$ cat config.mk
export PLATFORM = sky130hd
export DESIGN_NAME = tile_reset_ctrl_multi
export DESIGN_NICKNAME = d
export VERILOG_FILES = /design/src/rtl/tile_reset_pkg.sv /design/src/rtl/tile_reset_pulse_ctr.sv /design/src/rtl/tile_reset_ctrl_multi.sv
export SDC_FILE = /design/constraint.sdc
export NUM_CORES = 1
export LEC_CHECK = 0
export ABC_AREA = 1
export ABC_CLOCK_PERIOD_IN_PS = 1900
export CORE_MARGIN = 2
export CORE_UTILIZATION = 44
export CTS_BUF_LIST = sky130_fd_sc_hd__clkbuf_4
export CTS_CLUSTER_DIAMETER = 50
export DETAILED_ROUTE_END_ITERATION = 8
export PLACE_DENSITY = 0.86
export SLEW_MARGIN = 10
export SYNTH_ARGS = -nofsm -noshare
export SYNTH_HDL_FRONTEND = slang
export SYNTH_SLANG_ARGS = --single-unit
export TNS_END_PERCENT = 1
$ cat constraint.sdc
create_clock -name clock -period 1.9 [get_ports clock]
set_input_delay 0.57 -clock clock [delete_from_list [all_inputs] [get_ports clock]]
set_output_delay 0.57 -clock clock [all_outputs]
set_load 0.02 [all_outputs]
$ cat src/rtl/tile_reset_pkg.sv
// Shared register indices and TileLink opcodes for the per-tile reset controller.
package tile_reset_pkg;

   localparam logic [8:0] REG_TILE_RESET = 9'd0;
   localparam logic [8:0] REG_PULSE      = 9'd1;
   localparam logic [8:0] REG_PULSE_LEN  = 9'd2;
   localparam logic [8:0] REG_STATUS     = 9'd3;

   localparam logic [2:0] TL_GET      = 3'd4;
   localparam logic [2:0] TL_ACK      = 3'd0;
   localparam logic [2:0] TL_ACK_DATA = 3'd1;

endpackage

$ cat src/rtl/tile_reset_pulse_ctr.sv
// Saturating down-counter for one tile's self-timed reset pulse; a load of 0 behaves as 1.
module tile_reset_pulse_ctr #(
   parameter int CNT_W = 8
) (
   input  logic             clock,
   input  logic             reset,
   input  logic             load,
   input  logic [CNT_W-1:0] len,
   output logic             busy,
   output logic             busy_nxt
);

   logic [CNT_W-1:0] cnt_q;
   logic [CNT_W-1:0] cnt_d;

   always_comb begin
      cnt_d = cnt_q;
      if (load) begin
         cnt_d = (len == '0) ? CNT_W'(1) : len;
      end else if (cnt_q != '0) begin
         cnt_d = cnt_q - CNT_W'(1);
      end
   end

   always_ff @(posedge clock or negedge reset) begin
      if (!reset) begin
         cnt_q <= '0;
      end else begin
         cnt_q <= cnt_d;
      end
   end

   assign busy     = (cnt_q != '0);
   // Lets the top register tile_reset_o from the post-edge counter value.
   assign busy_nxt = (cnt_d != '0);

endmodule

$ cat src/rtl/tile_reset_ctrl_multi.sv
// TL-UL register slave for per-tile reset: level bits, self-timed pulses, registered D response.
module tile_reset_ctrl_multi
   import tile_reset_pkg::*;
#(
   parameter int                 N_TILES    = 4,
   parameter int                 SRC_W      = 9,
   parameter int                 ADDR_W     = 21,
   parameter int                 CNT_W      = 8,
   parameter logic [N_TILES-1:0] RESET_INIT = '0,
   parameter int                 DEF_PULSE  = 16
) (
   input  logic               clock,
   input  logic               reset,
   input  logic               a_valid,
   output logic               a_ready,
   input  logic [2:0]         a_opcode,
   input  logic [1:0]         a_size,
   input  logic [SRC_W-1:0]   a_source,
   input  logic [ADDR_W-1:0]  a_address,
   input  logic [7:0]         a_mask,
   input  logic [63:0]        a_data,
   output logic               d_valid,
   input  logic               d_ready,
   output logic [2:0]         d_opcode,
   output logic [1:0]         d_size,
   output logic [SRC_W-1:0]   d_source,
   output logic [63:0]        d_data,
   output logic [N_TILES-1:0] tile_reset_o
);

   logic [N_TILES-1:0] tile_reset_q, tile_reset_d;
   logic [CNT_W-1:0]   pulse_len_q, pulse_len_d;
   logic [N_TILES-1:0] tile_reset_o_q, tile_reset_o_d;
   logic               d_valid_q, d_valid_d;
   logic [2:0]         d_opcode_q, d_opcode_d;
   logic [1:0]         d_size_q, d_size_d;
   logic [SRC_W-1:0]   d_source_q, d_source_d;
   logic [63:0]        d_data_q, d_data_d;

   logic [N_TILES-1:0] pulse_load;
   logic [N_TILES-1:0] busy;
   logic [N_TILES-1:0] busy_nxt;
   logic [8:0]         reg_idx;
   logic               accept;
   logic               is_get;
   logic               wr_en;
   logic [63:0]        rdata;
   logic               unused_in;

   assign reg_idx   = a_address[11:3];
   assign a_ready   = !d_valid_q || d_ready;
   assign accept    = a_valid && a_ready;
   assign is_get    = (a_opcode == TL_GET);
   assign wr_en     = accept && !is_get;
   assign unused_in = ^{a_address, a_data, a_mask};

   for (genvar g = 0; g < N_TILES; g++) begin : g_pulse
      tile_reset_pulse_ctr #(.CNT_W(CNT_W)) u_ctr (
         .clock    (clock),
         .reset    (reset),
         .load     (pulse_load[g]),
         .len      (pulse_len_q),
         .busy     (busy[g]),
         .busy_nxt (busy_nxt[g])
      );
   end

   always_comb begin
      tile_reset_d = tile_reset_q;
      pulse_len_d  = pulse_len_q;
      pulse_load   = '0;
      for (int i = 0; i < N_TILES; i++) begin
         if (wr_en && a_mask[i/8]) begin
            if (reg_idx == REG_TILE_RESET) tile_reset_d[i] = a_data[i];
            if (reg_idx == REG_PULSE)      pulse_load[i]   = a_data[i];
         end
      end
      for (int b = 0; b < CNT_W; b++) begin
         if (wr_en && (reg_idx == REG_PULSE_LEN) && a_mask[b/8]) pulse_len_d[b] = a_data[b];
      end
      tile_reset_o_d = tile_reset_d | busy_nxt;
   end

   // Read value reflects state before any write accepted on the same edge.
   always_comb begin
      rdata = '0;
      case (reg_idx)
         REG_TILE_RESET: rdata[N_TILES-1:0] = tile_reset_q;
         REG_PULSE:      rdata[N_TILES-1:0] = busy;
         REG_PULSE_LEN:  rdata[CNT_W-1:0]   = pulse_len_q;
         REG_STATUS:     rdata[N_TILES-1:0] = tile_reset_o_q;
         default:        rdata = '0;
      endcase
   end

   always_comb begin
      d_valid_d  = d_valid_q;
      d_opcode_d = d_opcode_q;
      d_size_d   = d_size_q;
      d_source_d = d_source_q;
      d_data_d   = d_data_q;
      if (accept) begin
         d_valid_d  = 1'b1;
         d_opcode_d = is_get ? TL_ACK_DATA : TL_ACK;
         d_size_d   = a_size;
         d_source_d = a_source;
         d_data_d   = is_get ? rdata : 64'd0;
      end else if (d_ready) begin
         d_valid_d = 1'b0;
      end
   end

   always_ff @(posedge clock or negedge reset) begin
      if (!reset) begin
         tile_reset_q   <= RESET_INIT;
         pulse_len_q    <= CNT_W'(DEF_PULSE);
         tile_reset_o_q <= RESET_INIT;
         d_valid_q      <= 1'b0;
         d_opcode_q     <= '0;
         d_size_q       <= '0;
         d_source_q     <= '0;
         d_data_q       <= '0;
      end else begin
         tile_reset_q   <= tile_reset_d;
         pulse_len_q    <= pulse_len_d;
         tile_reset_o_q <= tile_reset_o_d;
         d_valid_q      <= d_valid_d;
         d_opcode_q     <= d_opcode_d;
         d_size_q       <= d_size_d;
         d_source_q     <= d_source_d;
         d_data_q       <= d_data_d;
      end
   end

   assign tile_reset_o = tile_reset_o_q;
   assign d_valid      = d_valid_q;
   assign d_opcode     = d_opcode_q;
   assign d_size       = d_size_q;
   assign d_source     = d_source_q;
   assign d_data       = d_data_q;

endmodule

==> flow_summary.toml <==
[power]
power.density_nw_per_um2 = 1130
ir_drop_mv = 0.568
p_leak_nw = 3.16

[die]
rows = 36
start_util = 0.457
core_um2 = 9820
chipHeight_um = 105
die_area_um2 = 11000
ios = 195
die_width_um = 105

[worst_setup_path]
cp-end-kind = "flip-flop"
crit_fanout = 4
worstSetupPathType = "primary input to flip-flop"
worstPathRequired_ns = 2.20
critPathLaunchType = "primary input"
arrival_ns = 2.22
crit_path_frequent_cell = "nand2_1"
startpoint = "a_address[5]"
slowest_stage = "clkdlybuf4s50_1"
path_cells = "clkdlybuf4s50_1 -> nor2_2 -> nand2_2 -> nor2_8 -> buf_4 -> nand3_2 -> nand2_1 -> nand2_1 -> inv_1 -> nand2_1 -> nor2_2 -> nand3_1"
reg2reg_from = "g_pulse[1].u_ctr.cnt_q[0]$_DFF_PN0_"
max_stage_delay_ns = 0.44

[timing]
fin_worst_skew_ns = 0.0127
rsz0062_at_grt = "true"
min_period_ns = 1.92
setup_ws_ns = -0.0167
setup_violations = 2
hold_slack_ns = 0.0709
drv_slew = 0
max_freq_mhz = 522
hold_violations = 0
fin_crit_sh = 1.01

[synth]
ys_warn_count = 0
yosys.cell_count.top_type = "nand2_1"
synth_area_leaders = "dfrtp_1 38%, nand2_1 16%, buf_4 9.9%"
synth_flop_cell = "dfrtp_1"
yosysTopAreaCell = "dfrtp_1"
ys_seq_elements = 69
synth-async-reset-ratio = 1.00
syn_inst = 616
synth_top_cell_area_share = 0.379
ys_seq_area_frac = 0.385
synth.distinct_cells = 33
postSynthAreaPerCell_um2 = 7.29
synth_area_um2 = 4490
synth_edf_count = 0
yosys-top-cells-count = "196 x nand2_1, 74 x inv_1, 68 x dfrtp_1, 59 x buf_4, 55 x nand3_1"

[final_layout]
final_net_count = 877
drive_gt1_frac = 0.178
stdcell_area_um2 = 5850
synthToLayoutAreaGrowth_pct = 30.2
fill_cells = 831
antenna_cells = 0

[route]
wl_per_cell_um = 12.6
drc_errors = 0
wirelength_um = 11200
drtIter0Drc = 339
ant_nets = 0
via_count = 4314
drt_first_pass_iters = 5
via_per_inst = 4.82

[clock_network]
cts.path.max_buffers = 2
cts.sinks = 69
cts_max_level = 3
tritoncts = "done"
cts_hold_buf = 0
clkTransAtPathRegs_ns = 0.11
ctsRootBufferMaster = "clkbuf_4"
cts_made_buffers = 9
clkLatencyLatePin_ns = 0.42

[grt]
antenna_found_initial = 0
grt_pass1_vias = 4039
overflow = 0
grt_usage = 0.201
grt_pass1_wl_um = 18000
grt_max_degree = 33

[status]
status = "finished, violations left"
violations = "setup timing"

[placed_design]
place_hpwl_um = 8290
place_area_um2 = 5560
gp_congestion = 0.907
portBuffers = 61
place_ws_ns = -0.463

[min_path]
hold_class = "primary input to asynchronous set/reset pin"

[job]
cap_violations = 0
==> sequential cells by signal (all words and copies together), names as in the netlist <==
| signal | flops |
|---|---|
| d_data | 8 |
| d_opcode | 1 |
| d_size | 2 |
| d_source | 9 |
| d_valid | 1 |
| g_pulse.u_ctr.cnt_q | 32 |
| pulse_len_q | 8 |
| tile_reset_o | 4 |
| tile_reset_q | 4 |
==> logic make-up (layout without fill, tap and decap cells) <==
| logic type | count (synthesis) | in the layout | synth area share |
|---|---|---|---|
| and+or+nand+nor | 337 | 337 | 0.338 |
| buffers and inverters | 143 | 232 | 0.175 |
| DFF | 69 | 69 | 0.385 |
| AOI/OAI and AO/OA | 44 | 44 | 0.0515 |
| xor gates and xnor gates | 14 | 14 | 0.0273 |
| adders and majority gates | 8 | 8 | 0.0223 |
| other | 1 | 58 | 0.000835 |
==> metrics by stage <==
| step | util | power, mW | std cells | TNS, ns |
|---|---|---|---|---|
| floorplan | - | 4.26 | 673 | 0 |
| finish | 0.596 | 6.62 | 895 | -0.0245 |
| detailed placement | 0.566 | 5.53 | 871 | -18.35 |
| global route | 0.596 | 7.22 | 895 | -0.174 |
| CTS | 0.578 | 6.54 | 886 | 0 |
| global placement | 0.566 | 5.42 | 871 | -15.06 |
==> timing repair <==
item | 4_1_cts | 5_1_grt
cloned | 0 | 1
gates resized for setup | 32 | 25
buffers inserted | 0 | 8
setup endpoints to repair | 27 | 35
pin swaps | 0 | 12
==> worst max-delay path: cells and delay by family <==
kind,cells,cell delay (ns)
AND/OR/NAND/NOR,9,1.01
buffers and inverters,3,0.64
==> layout by cell type, fill, tap and decap left out, types with 3 or more instances in the layout <==
cell type        count
nand2_1            193
inv_1               74
buf_4               70
dfrtp_1             68
conb_1              58
nand3_1             53
nor2_1              43
clkdlybuf4s50_1     33
dlygate4sd2_1       25
o21ai_0             16
a21oi_1             13
nand4_1             11
xor2_1              10
o21ai_1             10
clkbuf_4             9
nor2_2               8
ha_1                 8
nand2_2              7
nand3_2              5
buf_6                5
nor2_4               4
xnor2_1              4
buf_12               4
nor3_4               3
nor3_2               3
clkinv_1             3
==> final timing paths <==
path	depth (start not counted)	slack, ns	end
max in group asynchronous	2	1.33	tile_reset_q[2]$_DFF_PN0_
min in group clock	2	0.49	d_source[8]$_DFFE_PN0P_
setup / recovery	12	-0.02	tile_reset_o[1]$_DFF_PN0_
hold reg to reg	2	0.49	d_source[8]$_DFFE_PN0P_
hold / removal	1	0.07	d_source[4]$_DFFE_PN0P_
setup reg to reg	10	0.09	tile_reset_o[1]$_DFF_PN0_
==> layout make-up <==
type                            instances  area (um^2)  share of cell area
Timing Repair Buffer                  139         1230               0.210
Inverter                               77          302              0.0516
Tap cell                              133          166              0.0285
Multi-Input combinational cell        461         2270               0.388
Clock inverter                          6         78.8              0.0135
Clock buffer                            9         67.6              0.0116
Sequential cell                        69         1730               0.295
Timing Repair inverter                  1         8.76             0.00150
==> power by group <==
group          total [mW]  switching [mW]  leakage, nW  internal, mW
Combinational        3.42            1.90         2.24          1.53
Clock                1.03           0.520       0.0745         0.514
Sequential           2.16           0.298        0.842          1.87
Total                6.62            2.71         3.16          3.91
==> per-layer routing <==
layer  vias up  track usage  routed length (um)  share of wire
li1       2098            -                   -              -
met1      1959        0.253                4560           0.41
met2       217        0.336                5450           0.48
met3        40       0.0362                 885          0.079
met4         0       0.0952                 351          0.031
met5         -            0                   0              0
(Power assumes the default switching activity.)
